`config.mk`:
```
export PLATFORM = sky130hd
export DESIGN_NAME = trap_entry_sequencer
export DESIGN_NICKNAME = d
export VERILOG_FILES = /design/src/rtl/trap_entry_sequencer.sv
export SDC_FILE = /design/constraint.sdc
export NUM_CORES = 1
export LEC_CHECK = 0
export ABC_AREA = 1
export CELL_PAD_IN_SITES_DETAIL_PLACEMENT = 1
export CELL_PAD_IN_SITES_GLOBAL_PLACEMENT = 1
export CORE_MARGIN = 1.5
export CORE_UTILIZATION = 27
export CTS_CLUSTER_DIAMETER = 30
export DETAILED_ROUTE_END_ITERATION = 6
export PLACE_DENSITY = 0.89
export SETUP_SLACK_MARGIN = 0.4
export SYNTH_ARGS = -nofsm -noshare
export SYNTH_HDL_FRONTEND = slang
export SYNTH_SLANG_ARGS = --single-unit
```
`constraint.sdc`:
```
create_clock -name clk -period 1.99 [get_ports clk]
set_input_delay 0.398 -clock clk [delete_from_list [all_inputs] [get_ports clk]]
set_output_delay 0.398 -clock clk [all_outputs]
set_load 0.005 [all_outputs]
```
`src/rtl/trap_entry_sequencer.sv`:
```
// Trap entry sequencer: picks the winning exception or interrupt beside MEM,
// captures epc/cause/tval/target/vector, then walks IDLE -> COMMIT -> FLUSH
// so the CSR file writes first and the pipeline flushes one cycle later.
module trap_entry_sequencer #(
  parameter int XLEN = 32
) (
  input  logic            clk,
  input  logic            reset_n,
  input  logic            exc_valid,
  input  logic [4:0]      exc_cause,
  input  logic [XLEN-1:0] exc_pc,
  input  logic [XLEN-1:0] exc_tval,
  input  logic            irq_slot_valid,
  input  logic [XLEN-1:0] irq_slot_pc,
  input  logic            xret_flush,
  input  logic [11:0]     irq_pending,
  input  logic [1:0]      current_priv,
  input  logic            mstatus_mie,
  input  logic            mstatus_sie,
  input  logic [15:0]     medeleg,
  input  logic [11:0]     mideleg,
  input  logic [XLEN-1:0] mtvec,
  input  logic [XLEN-1:0] stvec,
  output logic            busy,
  output logic            csr_trap_we,
  output logic            trap_to_s,
  output logic [XLEN-1:0] trap_epc,
  output logic [XLEN-1:0] trap_cause,
  output logic [XLEN-1:0] trap_tval,
  output logic            trap_flush,
  output logic [1:0]      trap_target_priv,
  output logic [XLEN-1:0] trap_vector
);

  typedef enum logic [1:0] {
    IDLE   = 2'd0,
    COMMIT = 2'd1,
    FLUSH  = 2'd2
  } state_e;

  state_e          state_q, state_d;
  logic            to_s_q, to_s_d;
  logic [1:0]      tpriv_q, tpriv_d;
  logic [XLEN-1:0] epc_q, epc_d;
  logic [XLEN-1:0] cause_q, cause_d;
  logic [XLEN-1:0] tval_q, tval_d;
  logic [XLEN-1:0] vector_q, vector_d;

  // Privilege decode: encoding 10 is folded into M.
  logic priv_m, priv_s, priv_u;
  assign priv_m = current_priv[1];
  assign priv_s = (current_priv == 2'b01);
  assign priv_u = (current_priv == 2'b00);

  logic [11:0] irq_en;
  logic [3:0]  irq_code;
  logic        irq_any;
  logic        irq_take;
  logic        exc_to_s;
  logic        irq_to_s;

  // Per-code enable: delegated codes go to S (never taken while in M), the rest to M.
  always_comb begin
    irq_en = '0;
    for (int n = 0; n < 12; n++) begin
      if (mideleg[n]) begin
        irq_en[n] = irq_pending[n] & ~priv_m & (priv_u | (priv_s & mstatus_sie));
      end else begin
        irq_en[n] = irq_pending[n] & (~priv_m | mstatus_mie);
      end
    end
  end

  // Fixed priority among enabled standard interrupts: MEI, MSI, MTI, SEI, SSI, STI.
  always_comb begin
    irq_code = 4'd0;
    if      (irq_en[11]) irq_code = 4'd11;
    else if (irq_en[3])  irq_code = 4'd3;
    else if (irq_en[7])  irq_code = 4'd7;
    else if (irq_en[9])  irq_code = 4'd9;
    else if (irq_en[1])  irq_code = 4'd1;
    else if (irq_en[5])  irq_code = 4'd5;
  end

  assign irq_any  = |(irq_en & 12'hAAA);
  assign irq_take = irq_slot_valid & ~exc_valid & ~xret_flush & irq_any;
  assign exc_to_s = ~priv_m & ~exc_cause[4] & medeleg[exc_cause[3:0]];
  assign irq_to_s = mideleg[irq_code];

  logic [XLEN-1:0] sel_tvec;
  logic [XLEN-1:0] tvec_base;
  logic            sel_s;

  // Next-state and capture logic; captures only load when leaving IDLE.
  always_comb begin
    state_d   = state_q;
    to_s_d    = to_s_q;
    tpriv_d   = tpriv_q;
    epc_d     = epc_q;
    cause_d   = cause_q;
    tval_d    = tval_q;
    vector_d  = vector_q;
    sel_s     = exc_valid ? exc_to_s : irq_to_s;
    sel_tvec  = sel_s ? stvec : mtvec;
    tvec_base = {sel_tvec[XLEN-1:2], 2'b00};
    case (state_q)
      IDLE: begin
        if (exc_valid | irq_take) begin
          state_d = COMMIT;
          to_s_d  = sel_s;
          tpriv_d = sel_s ? 2'b01 : 2'b11;
          if (exc_valid) begin
            epc_d    = exc_pc;
            cause_d  = {{(XLEN-5){1'b0}}, exc_cause};
            tval_d   = exc_tval;
            vector_d = tvec_base;
          end else begin
            epc_d    = irq_slot_pc;
            cause_d  = {1'b1, {(XLEN-5){1'b0}}, irq_code};
            tval_d   = '0;
            vector_d = (sel_tvec[1:0] == 2'b01)
                       ? tvec_base + {{(XLEN-6){1'b0}}, irq_code, 2'b00}
                       : tvec_base;
          end
        end
      end
      COMMIT:  state_d = FLUSH;
      FLUSH:   state_d = IDLE;
      default: state_d = IDLE;
    endcase
  end

  // State and capture registers; reset abandons any sequence in flight.
  always_ff @(posedge clk or negedge reset_n) begin
    if (!reset_n) begin
      state_q  <= IDLE;
      to_s_q   <= 1'b0;
      tpriv_q  <= 2'b11;
      epc_q    <= '0;
      cause_q  <= '0;
      tval_q   <= '0;
      vector_q <= '0;
    end else begin
      state_q  <= state_d;
      to_s_q   <= to_s_d;
      tpriv_q  <= tpriv_d;
      epc_q    <= epc_d;
      cause_q  <= cause_d;
      tval_q   <= tval_d;
      vector_q <= vector_d;
    end
  end

  assign busy             = (state_q != IDLE);
  assign csr_trap_we      = (state_q == COMMIT);
  assign trap_flush       = (state_q == FLUSH);
  assign trap_to_s        = to_s_q;
  assign trap_target_priv = tpriv_q;
  assign trap_epc         = epc_q;
  assign trap_cause       = cause_q;
  assign trap_tval        = tval_q;
  assign trap_vector      = vector_q;

endmodule

```
Word-level counts from Yosys, hierarchy flattened
Cells that the tools add are included.

Add/subtract/negate cells: 1. $lt $le $gt $ge: 2. Equal/unequal tests: 5. Muxes and demuxes: 26. Bitwise gates (word level): 31. Reductions and logical operators: 5.

Operators by type and width (number): 32-bit 2-to-1 mux (6); 32-bit by 6-bit adder with 32-bit output (1); 1-bit AND (24); 4-bit 2-to-1 mux (4); 4-bit by 5-bit < comparator with 1-bit output (second input constant) (2); 1-bit 2-to-1 mux (9); 1-bit binary-select mux with 4-bit select (2); 2-bit by 1-bit equality test with 1-bit output (second input constant) (3); 3-bit 2-to-1 mux (2); 6-bit OR reduction (1); 2-bit logical NOT (2); 2-bit 2-to-1 mux (2); 1-bit inverter (4); 2-bit one-hot mux with 2 select lines (1); 1-bit bitwise OR (3); 2-bit equality test (second input constant) (1); 2-bit != test (second input constant) (1); 2-bit AND reduction (1); 2-bit nonzero test (1).

Bits in registers: 133. Input port bits: 214. Output and inout bits: 134. Word-level logic and storage cells: 77.

Depth between registers and ports, before layout
Depth after elaboration: 18. Gate-level depth with buffers: 31. Gate-level depth less buffers: 30.

Least setup slack after synthesis
Ideal clock, no wire load.

Path type: in2reg. From: in mstatus_mie. To: reg vector_q[30], in the netlist trap_vector[30]. Setup time: 116 ps. Arrival: 3374 ps. Required time: 1874 ps. Path slack: -1501 ps. Stages on the path: 28. Path buffers: 2. Path through: inv_1 > nand2_2 > nand2_1 > nand2_1 > nand2_2 > nand3_4 > nand2_1 > inv_1 > a21oi_2 > nand2_1 > a21oi_4 > nand2_4 > buf_6 > buf_4 > nand2_1 > nand2_1 > ha_1 > nand2_1 > o21ai_0 > nand4_2 > nor2_4 > nand2_2 > nor2_4 > nand4_2 > nor2_1 > nor2_1 > nand2_1 > nand2_1.

Longest elaborated chain between the ends: 16. Elaborated cells on any way between the ends: 31. Classes of those cells: add/sub (1); eq/ne (1); mux (18); bitwise (9); reduce/logical (2).

Ends and longest elaborated chain: from (decl) (RTL line 18) `input logic mstatus_mie,`; 1-bit bitwise OR (*) (RTL line 69) `irq_en[n] = irq_pending[n] & (~priv_m | mstatus_mie);`; 1-bit AND (RTL line 69); 1-bit 2-to-1 mux (RTL line 66) `if (mideleg[n]) begin`; 3-bit 2-to-1 mux (RTL line 82) `else if (irq_en[5]) irq_code = 4'd5;`; 3-bit 2-to-1 mux (RTL line 81) `else if (irq_en[1]) irq_code = 4'd1;`; 4-bit 2-to-1 mux (RTL line 80) `else if (irq_en[9]) irq_code = 4'd9;`; 4-bit 2-to-1 mux (RTL line 79) `else if (irq_en[7]) irq_code = 4'd7;`; 4-bit 2-to-1 mux (RTL line 78) `else if (irq_en[3]) irq_code = 4'd3;`; 4-bit 2-to-1 mux (RTL line 77) `if (irq_en[11]) irq_code = 4'd11;`; 1-bit binary-select mux with 4-bit select (RTL line 88) `assign irq_to_s = mideleg[irq_code];`; 1-bit 2-to-1 mux (not written as such) (RTL line 88); 1-bit 2-to-1 mux (RTL line 103) `sel_s = exc_valid ? exc_to_s : irq_to_s;`; 32-bit 2-to-1 mux (RTL line 104) `sel_tvec = sel_s ? stvec : mtvec;`; 32-bit by 6-bit adder with 32-bit output / 2-bit by 1-bit equality test with 1-bit output (equally long branches) (RTL line 122, 121); 32-bit 2-to-1 mux (RTL line 122) `? tvec_base + {{(XLEN-6){1'b0}}, irq_code, 2'b00}`; 32-bit 2-to-1 mux (RTL line 112) `if (exc_valid) begin`; to (signal assigned) (RTL line 150) `vector_q <= vector_d;`; to (decl) (RTL line 47) `logic [XLEN-1:0] vector_q, vector_d;`.

Mark *: on every way between the ends. The rest lies on a longest branch, timed or not. The select of a mux whose other input is x is not followed. A chain may end at the register's enable or synchronous reset.

Worst setup path in the final report
From: in exc_cause[0]. To: reg vector_q[13], in the netlist trap_vector[13].

Longest elaborated chain between the ends: 8. Elaborated cells on any way between the ends: 9. Classes of those cells: add/sub (1); eq/ne (1); mux (6); bitwise (1).

Ends and longest elaborated chain: from (decl) (RTL line 10) `input logic [4:0] exc_cause,`; 1-bit binary-select mux with 4-bit select (*) (RTL line 87) `assign exc_to_s = ~priv_m & ~exc_cause[4] & medeleg[exc_cause[3:0]];`; 1-bit 2-to-1 mux (not written as such) (*) (RTL line 87); 1-bit AND (*) (RTL line 87); 1-bit 2-to-1 mux (*) (RTL line 103); 32-bit 2-to-1 mux (*) (RTL line 104); 32-bit by 6-bit adder with 32-bit output / 2-bit by 1-bit equality test with 1-bit output (equally long branches) (RTL line 122, 121); 32-bit 2-to-1 mux (RTL line 122); 32-bit 2-to-1 mux (*) (RTL line 112).

Marked as above.

==> results.cfg <==
[setup_path]
slowest_delay_ps = 300
crit_family = simple AND/OR/NAND/NOR gates
path_common_cell = nand2_4
crit_type = in -> reg
crit_required_ps = 2280
slowest_stage = ha_4
arrival_ps = 3610
critical_path_buf_inv_count = 6
critPathMaxFanout = 6
critPathLaunchType = primary input
worst_setup_path_end_kind = flop

[drt]
post-route-drc-count = 0
vias_per_cell = 4.905
wl_per_cell_um = 20.97
via_count = 7588
wirelength_um = 32450
drt_iter0_markers = 315
ant_nets = 0
dr.pass1.iters = 4

[grt]
grt_use_total_pct = 25.22
overflow = 0
grt_max_degree = 45
grt_pass1_wl_um = 46210
first_global_vias = 8181
antenna_found_initial = 1

[cts]
clkTransAtPathRegs_ps = 80
clk_latency_ps = 360
cts_buffers = 9
cts_tree = done
cts_root_buffer = clkbuf_16
h-tree-depth = 3
cts.sinks = 104
clockBufferDepth = 2

[sta]
fin_crit_ps = 3323
holdWs_ps = 463.1
setup_ws_ps = -1333
fmax_ghz = 0.3009
timing.final.max_slew_violations = 0
finalSetupTns_ps = -36550
finalSetupViolations = 88
rsz0062_at_grt = true
fin_crit_sh_pct = 167.0
hold_violations = 0
clock_skew_ps = 14.01

[die]
initial_core_util_pct = 27.48
die_height_um = 154.8
dieArea_mm2 = 0.02396
fp-row-count = 55
core_mm2 = 0.02264
fp.dieW_um = 154.8
pin_count = 348

[layout]
seqCellArea_mm2 = 0.002604
fin_area_mm2 = 0.01197
finalNetCount = 1475
layoutNonFillerInstCount = 1547
fillers = 2619
synthToLayoutAreaGrowth_pct = 92.42
multiInputGateArea_mm2 = 0.003700
postLayoutCoreUtil_pct = 52.88
drive_gt1_share_pct = 28.87

[synthesis]
syn_area_per_cell_um2 = 7.691
synthesis.instances = 809
ys.flop_type = dfrtp_1
synth_cell_type_count = 46
syn-cell-area_mm2 = 0.006222
seq_area_frac_synth_pct = 41.85
synth_edf_count = 0
ys_ff_latch = 104
synth-async-reset-ratio_pct = 100.0
yosys_warnings = 0

[status]
outcome = complete, but fails checks
violations = setup timing

[min_path]
hp-class = in -> async

[pwr]
power_mw = 12.49
cellLeakagePower_nw = 5.902
peakVddDrop_mv = 0.4511
power_density_mw_per_mm2 = 1043

[placed_design]
dp_cells = 1458
post-dp-hpwl_um = 20980
io_buffers = 309
gp_congestion = 0.8259
dpl_worst_slack_ps = -2086
post_dp_cell_area_mm2 = 0.01024

[run]
maxCapViolCount = 0
final cells by class:
class                      instances  area share [%]
timing repair buffer             475           39.62
clock inverter                     6          0.4285
clock buffer                      10           1.996
antenna                            1         0.02090
tap                              285           2.978
inverter                          60           2.310
sequential                       104           21.75
multi-input combinational        606           30.90
path summary, 6_finish.rpt:
kind                                  from                   to  slack [ps]  cells after the start
hold reg to reg            trap_vector[28]      trap_vector[28]         490                      2
min in group clk           trap_vector[28]      trap_vector[28]         490                      2
setup / recovery              exc_cause[0]      trap_vector[13]       -1330                     26
max in group asynchronous          reset_n  trap_target_priv[1]         910                      3
setup reg to reg                state_q[1]        trap_tval[19]         420                      6
hold / removal                     reset_n         trap_tval[5]         460                      2
layout by cell type (no fill, tap or decap), drive strengths merged, types with 2 or more instances in the layout:
cell type,synthesis,layout
nand2,261,261
buf,43,170
clkdlybuf4s50,0,166
dfrtp,103,103
dlygate4sd2,0,99
nor2,97,97
inv,58,60
nand3,43,43
o21ai,41,41
a31oi,35,35
a22o,33,33
conb,2,29
dlymetal6s2s,0,27
clkbuf,23,17
a21oi,14,14
xor2,12,12
nand4,12,12
clkinv,2,6
nand3b,5,5
xnor2,5,5
ha,4,4
nor3,3,3
clkdlybuf4s15,0,3
mux2i,2,2
o21a,2,2
bufbuf,0,2
or2,2,2
Yosys cell counts (2+ instances only):
cell type | instances | area, um^2
o21ai_1 | 10 | 50.05
nand2_1 | 243 | 912.1
inv_1 | 51 | 191.4
nand4_1 | 10 | 62.56
clkinv_1 | 2 | 7.510
ha_1 | 4 | 50.05
buf_1 | 3 | 11.26
o21ai_0 | 26 | 130.1
nand3b_1 | 5 | 37.54
clkbuf_1 | 23 | 86.33
dfrtp_1 | 103 | 2577
mux2i_1 | 2 | 20.02
buf_2 | 4 | 20.02
a21oi_1 | 12 | 60.06
nor2_1 | 79 | 296.5
xor2_1 | 12 | 105.1
nand4_2 | 2 | 25.02
nand3_1 | 37 | 185.2
nand2_2 | 17 | 106.4
nand3_2 | 5 | 50.05
o21a_1 | 2 | 15.01
a22o_1 | 33 | 289.0
a31oi_1 | 35 | 219.0
nor3_1 | 2 | 10.01
conb_1 | 2 | 7.510
xnor2_1 | 5 | 43.79
nor2_4 | 4 | 45.04
buf_6 | 5 | 56.30
o21ai_2 | 5 | 43.79
buf_4 | 31 | 232.7
inv_2 | 7 | 26.28
nor2_2 | 14 | 87.58
repair_timing:
item,in CTS,in global routing
endpoints found under the setup margin,208,132
resized for setup,286,101
hold endpoints to repair,17,0
hold buffers,1,0
gates cloned,9,4
setup buffers,38,20
pin swaps,95,58
cell families (layout without fill, tap and decap cells):
group,after synthesis,count (layout),share of synthesized area [%]
xor gates and xnor gates,17,17,2.393
DFF,104,104,41.85
buffers and inverters,126,551,10.15
and+or+nand+nor,423,423,30.04
adders and majority gates,5,5,1.126
other,2,30,0.1207
AOI/OAI and AO/OA,130,130,14.00
muxes,2,2,0.3218
worst reg2reg max path, cell delays in order (launching register included):
cell and delay [ps]:
dfrtp_1 430, nor2_2 190, buf_4 170, nand2_8 80, buf_6 150, bufbuf_16 270
a22o_1 190
state kept, by name, summed over array words and instances (netlist names):
name and count:
trap_epc 32, trap_tval 32, trap_vector 30, trap_cause 6, state_q 2, trap_target_priv 1, trap_to_s 1
metal layers:
metal	part of all wire (%)	track usage [%]
met1	37	26.15
met2	54	48.71
met5	0	0
met4	3.9	11.63
met3	5.5	4.763
power breakdown:
| group | leakage (nW) | switching [mW] | internal, mW |
|---|---|---|---|
| clock network | 0.145 | 0.923 | 0.905 |
| registers | 1.24 | 0.626 | 3.12 |
| logic | 4.51 | 3.23 | 3.68 |
| total | 5.90 | 4.78 | 7.71 |
Power figures use the tool's default switching activity.
==> RTL edit 1 (same settings) <==
Set the parameter `XLEN` to 16 (it was 32).
--- a/src/rtl/trap_entry_sequencer.sv
+++ b/src/rtl/trap_entry_sequencer.sv
@@ -3,5 +3,5 @@
 // so the CSR file writes first and the pipeline flushes one cycle later.
 module trap_entry_sequencer #(
-  parameter int XLEN = 32
+  parameter int XLEN = 16
 ) (
   input  logic            clk,
Ports: changed (9 resized); port bits go from 348 to 204. No check against the original RTL was run, so the function may have changed too.
==> RTL edit 1 against the unedited design <==
The flow still finishes with violations (negative setup slack); power fell by 39%; highest routed layer unchanged; final area fell by 38%; setup slack improved by 0.25 ns; sequential share of layout area fell by 2.8 points; via count fell by 41%; sequential cell count fell by 48; worst hold slack got worse by 0.41 ns; area after synthesis fell by 44%; register-to-register slack got worse by 0.04 ns; wire length fell by 46%.
==> RTL edit 1: results <==
[status]
status = "finished, violations left"
violations = "negative setup slack"

[final_layout]
drive_gt1_frac = 0.371
finalNetCount = 892
diodes = 0

[place]
io_buffers = 181
place_ws_ns = -1.92
finalWeightedCongestion = 0.846
dp_hpwl_mm = 11.3

[clocking]
numCtsBuffers = 5
clk_pin_slew_worst_paths_ns = 0.08
h-tree-depth = 2
cts-root-buf = "clkbuf_16"
clk_path_buf_depth = 2
clkLatencyLatePin_ns = 0.30

[worst_setup_path]
slowest_stage = "ha_4"
cp_max_fo = 6
slowest_delay_ns = 0.30
arrival_ns = 3.26
worst-r2r-cell-count = 8
r2r_slack_ns = 0.38

[global_routing]
grt_usage = 0.235
antenna_found_initial = 0
grt_pass1_vias = 4946
grt_pass1_wl_mm = 24.6
grt_max_degree = 38

[timing]
fin_worst_skew_ns = 0.00777
setup_viol = 55
fin_ws_ns = -1.08

[synthesis]
ys_seq_area_frac = 0.401
ys_warn_count = 0
synth_cell_types = 37
synth_commonest_cells = "nand2_1 (124), dfrtp_1 (55), nor2_1 (53)"
synthTopCellsByArea = "dfrtp_1 (39%), nand2_1 (13%), nor2_1 (5.7%), inv_1 (4.3%), a31oi_1 (4.1%)"
async_flop_share = 1.00
synth-main-ff-cell = "dfrtp_1"

[pwr]
ir_drop_v = 0.000381
leakagePower_nw = 3.61

[routing]
drtPass1Iterations = 4
wl_mm = 17.6
first_iter_violations = 160
vias = 4466

[min_path]
hold_class = "in2async"
## RTL edit 1: cell types whose count changed in the layout (fill, tap and decap cells not counted), sizes merged, moves of 6 or more
cell           before  now
a31oi              35   23
nand3              43   30
clkdlybuf4s50     166  107
nor2               97   60
clkbuf             17   11
nand4              12    5
dlygate4sd2        99   29
inv                60   42
o21ai              41   25
buf               170  126
a22o               33   16
dfrtp             103   55
nand2             261  141
conb               29   13
## RTL edit 1: layer usage
metal,GRT usage,routed length [um],part of all wire,vias up
li1,-,-,-,2065
met3,0.0350,758,0.043,30
met4,0.0980,444,0.025,0
met5,0,0,0,-
met1,0.255,6590,0.38,2213
met2,0.455,9780,0.56,158
## RTL edit 1: critical path, delay by kind of cell
family / cells / cell delay [ns]
AO/OA/AOI/OAI: 3 / 0.32
buffers and inverters: 6 / 0.53
AND/OR/NAND/NOR: 19 / 1.70
adder cells (fa/ha/maj): 1 / 0.30
## RTL edit 1: cells by family after synthesis
logic type               after synthesis  synth area share
other                                  2           0.00215
flip-flops                            56             0.401
AND/OR/NAND/NOR                      241             0.307
adder cells (fa/ha/maj)                5            0.0200
XOR/XNOR                               7            0.0175
buffers and inverters                 74             0.103
AO/OA/AOI/OAI                         80             0.149
## RTL edit 1: through the flow
stage	total power [mW]	instances	hold WS (ns)	cell area [sq um]	TNS, ns
after floorplan	3.38	476	0.102	3720	-12.66
after global placement	5.20	860	0.375	5980	-59.66
after detailed placement	5.38	860	0.388	5980	-65.79
after CTS	6.97	900	0.0677	6850	-19.08
after global routing	7.98	926	0.0881	7410	-51.79
final	7.59	926	0.0534	7410	-46.83
## RTL edit 1: worst paths after layout
check,from,endpoint
worst max-delay path,mstatus_sie,trap_vector[15]$_DFFE_PN0P_
worst min-delay path,reset_n,trap_epc[6]$_DFFE_PN0P_
worst max register to register,state_q[0]$_DFFE_PN0P_,trap_tval[7]$_DFFE_PN0P_
worst min register to register,trap_vector[12]$_DFFE_PN0P_,trap_vector[12]$_DFFE_PN0P_
max in group asynchronous,reset_n,trap_target_priv[1]$_DFFE_PN1P_
min in group clk,trap_vector[12]$_DFFE_PN0P_,trap_vector[12]$_DFFE_PN0P_
## RTL edit 1: what timing repair did
item	CTS	global route
gates resized for setup	204	90
pin swaps	76	25
endpoints found under the setup margin	65	89
hold buffers	0	0
cloned	4	2
endpoints found under the hold margin	0	0
setup buffers	28	24
## RTL edit 1: layout make-up
class,instances,area [sq um]
inverter,44,204
fill,1473,5210
sequential,56,1400
timing repair buffer,300,3040
tap,172,215
clock buffer,8,146
multi-input combinational,346,2400
## RTL edit 1: power breakdown
part / switching (mW) / internal [mW] / total (mW)
registers: 0.366 / 1.69 / 2.06
clock network: 0.419 / 0.505 / 0.923
logic: 2.01 / 2.59 / 4.61
total: 2.80 / 4.79 / 7.59
==> RTL edit 2 (config.mk and constraints unchanged) <==
Without the edit above. `tval_q` no longer has a reset.
--- a/src/rtl/trap_entry_sequencer.sv
+++ b/src/rtl/trap_entry_sequencer.sv
@@ -139,5 +139,4 @@
       epc_q    <= '0;
       cause_q  <= '0;
-      tval_q   <= '0;
       vector_q <= '0;
     end else begin
@@ -147,7 +146,10 @@
       epc_q    <= epc_d;
       cause_q  <= cause_d;
-      tval_q   <= tval_d;
       vector_q <= vector_d;
     end
+  end
+
+  always_ff @(posedge clk) begin
+    tval_q <= tval_d;
   end
 
Function: changed (Yosys sat finds a counterexample within 4 cycles, from zero or initial values and one cycle with reset_n low).
==> RTL edit 2 against the unedited design <==
The run still ends with negative setup slack left; final area grew 4.5%; worst hold slack better by 0.015 ns; count of clock-buffer cells in the layout is 1 lower; sequential cell count did not move; setup slack improved by 0.039 ns; wire length shrank 4.6%; sequential power down 2%; first-iteration DRC count fell by 2.2%; synthesized cell count up 3.6%; clock power increased by 5%; power rose by 1.6%; area after synthesis grew 1.9%; critical endpoint is now trap_vector[16]$_DFFE_PN0P_.
==> RTL edit 2: results <==
[final_layout]
regArea_sq_mm = 0.00277
finalNetCount = 1504
multi_input_gates = 600
nonClkBufAreaFrac = 0.396
drive_gt1_frac = 0.304
clkCellAreaFrac = 0.0250
fill_cells = 2648
signal_buffers = 471
multi_input_area_sq_mm = 0.00366
inverters = 99

[timing]
whs_ns = 0.478
fin_worst_skew_ns = 0.0155
fin_ws_ns = -1.29
setup_viol = 99
setup-tns-final_ns = -38.10

[pwr]
leakagePower_nw = 6.31
internal_power_mw = 8.04
ir_drop_v = 0.000545

[routing]
first_iter_violations = 308
avgViaCountPerCell = 4.67
drtPass1Iterations = 4
wl_mm = 31.0

[global_routing]
grt_use_met3 = 0.0454
grtUsageMet2 = 0.444
grt_pass1_vias = 8103
grt_usage = 0.231
grt_pass1_wl_mm = 43.3
use_met1 = 0.249
grt_max_degree = 57

[clocking]
cts-resized-gates = 284
post-cts-setup-buffers = 32
clkLatencyLatePin_ns = 0.36

[place]
place_ws_ns = -2.21
finalWeightedCongestion = 0.838
dp_hpwl_mm = 20.6

[worst_setup_path]
reg2reg_from = "state_q[0]$_DFFE_PN0P_"
crit_path_end = "trap_vector[16]$_DFFE_PN0P_"
startpoint = "mstatus_mie"
worst-r2r-cell-count = 8
worstReg2RegEnd = "trap_epc[17]$_DFFE_PN0P_"
r2r_slack_ns = 0.49

[synthesis]
async_flop_share = 0.692
synthTopCellsByArea = "dfrtp_1 (28%), nand2_1 (16%), edfxtp_1 (15%), inv_1 (5.2%), nor2_1 (4.4%)"
ys_seq_area_frac = 0.436
synth_cell_types = 50
synth-edff-count = 32
synth_commonest_cells = "nand2_1 (264), inv_1 (88), nor2_1 (75)"

[status]
violations = "negative setup slack"
status = "finished, violations left"

[min_path]
hold_class = "reg2reg"
==> RTL edit 2: changes by cell type after synthesis, sizes merged, moves of 6 or more <==
cell,unedited run,this run
a22o,33,1
nand3,43,49
inv,58,95
dfrtp,103,71
nand2,261,284
xor2,12,4
nor2,97,90
edfxtp,0,32
==> RTL edit 2: power groups by stage <==
| stage | Sequential, mW | Combinational (mW) | Clock (mW) |
|---|---|---|---|
| 4_1_cts | 3.65 | 6.19 | 1.96 |
| 3_5_place_dp | 3.67 | 5.35 | 0 |
| 3_3_place_gp | 3.60 | 5.17 | 0 |
| 2_1_floorplan | 3.68 | 1.98 | 0 |
| 6_report | 3.67 | 7.08 | 1.93 |
| 5_1_grt | 3.76 | 7.55 | 2.04 |
==> RTL edit 2: kinds of logic (layout without fill, tap and decap cells) <==
kind of cell | Yosys count | count (layout) | synth area share
and+or+nand+nor | 457 | 457 | 0.326
buffers and inverters | 161 | 586 | 0.117
other | 2 | 30 | 0.00118
AOI/OAI and AO/OA | 97 | 97 | 0.0924
xor gates and xnor gates | 12 | 12 | 0.0166
DFF | 104 | 104 | 0.436
adders and majority gates | 5 | 5 | 0.0111
==> RTL edit 2: per-stage QoR <==
| step | instances | utilization | total power [mW] | cell area (sq um) |
|---|---|---|---|---|
| after global routing | 1604 | 0.548 | 13.4 | 12500 |
| after global placement | 1512 | 0.457 | 8.77 | 10400 |
| after CTS | 1570 | 0.510 | 11.8 | 11700 |
| after detailed placement | 1512 | 0.457 | 9.02 | 10400 |
| final | 1604 | 0.548 | 12.7 | 12500 |
| after floorplan | 865 | - | 5.66 | 6650 |
==> RTL edit 2: routing by layer <==
metal  up-vias  routed length [um]
met5         -                   0
met1      3662               11400
met3        56                1760
met4         0                 879
met2       261               16900
li1       3519                   -
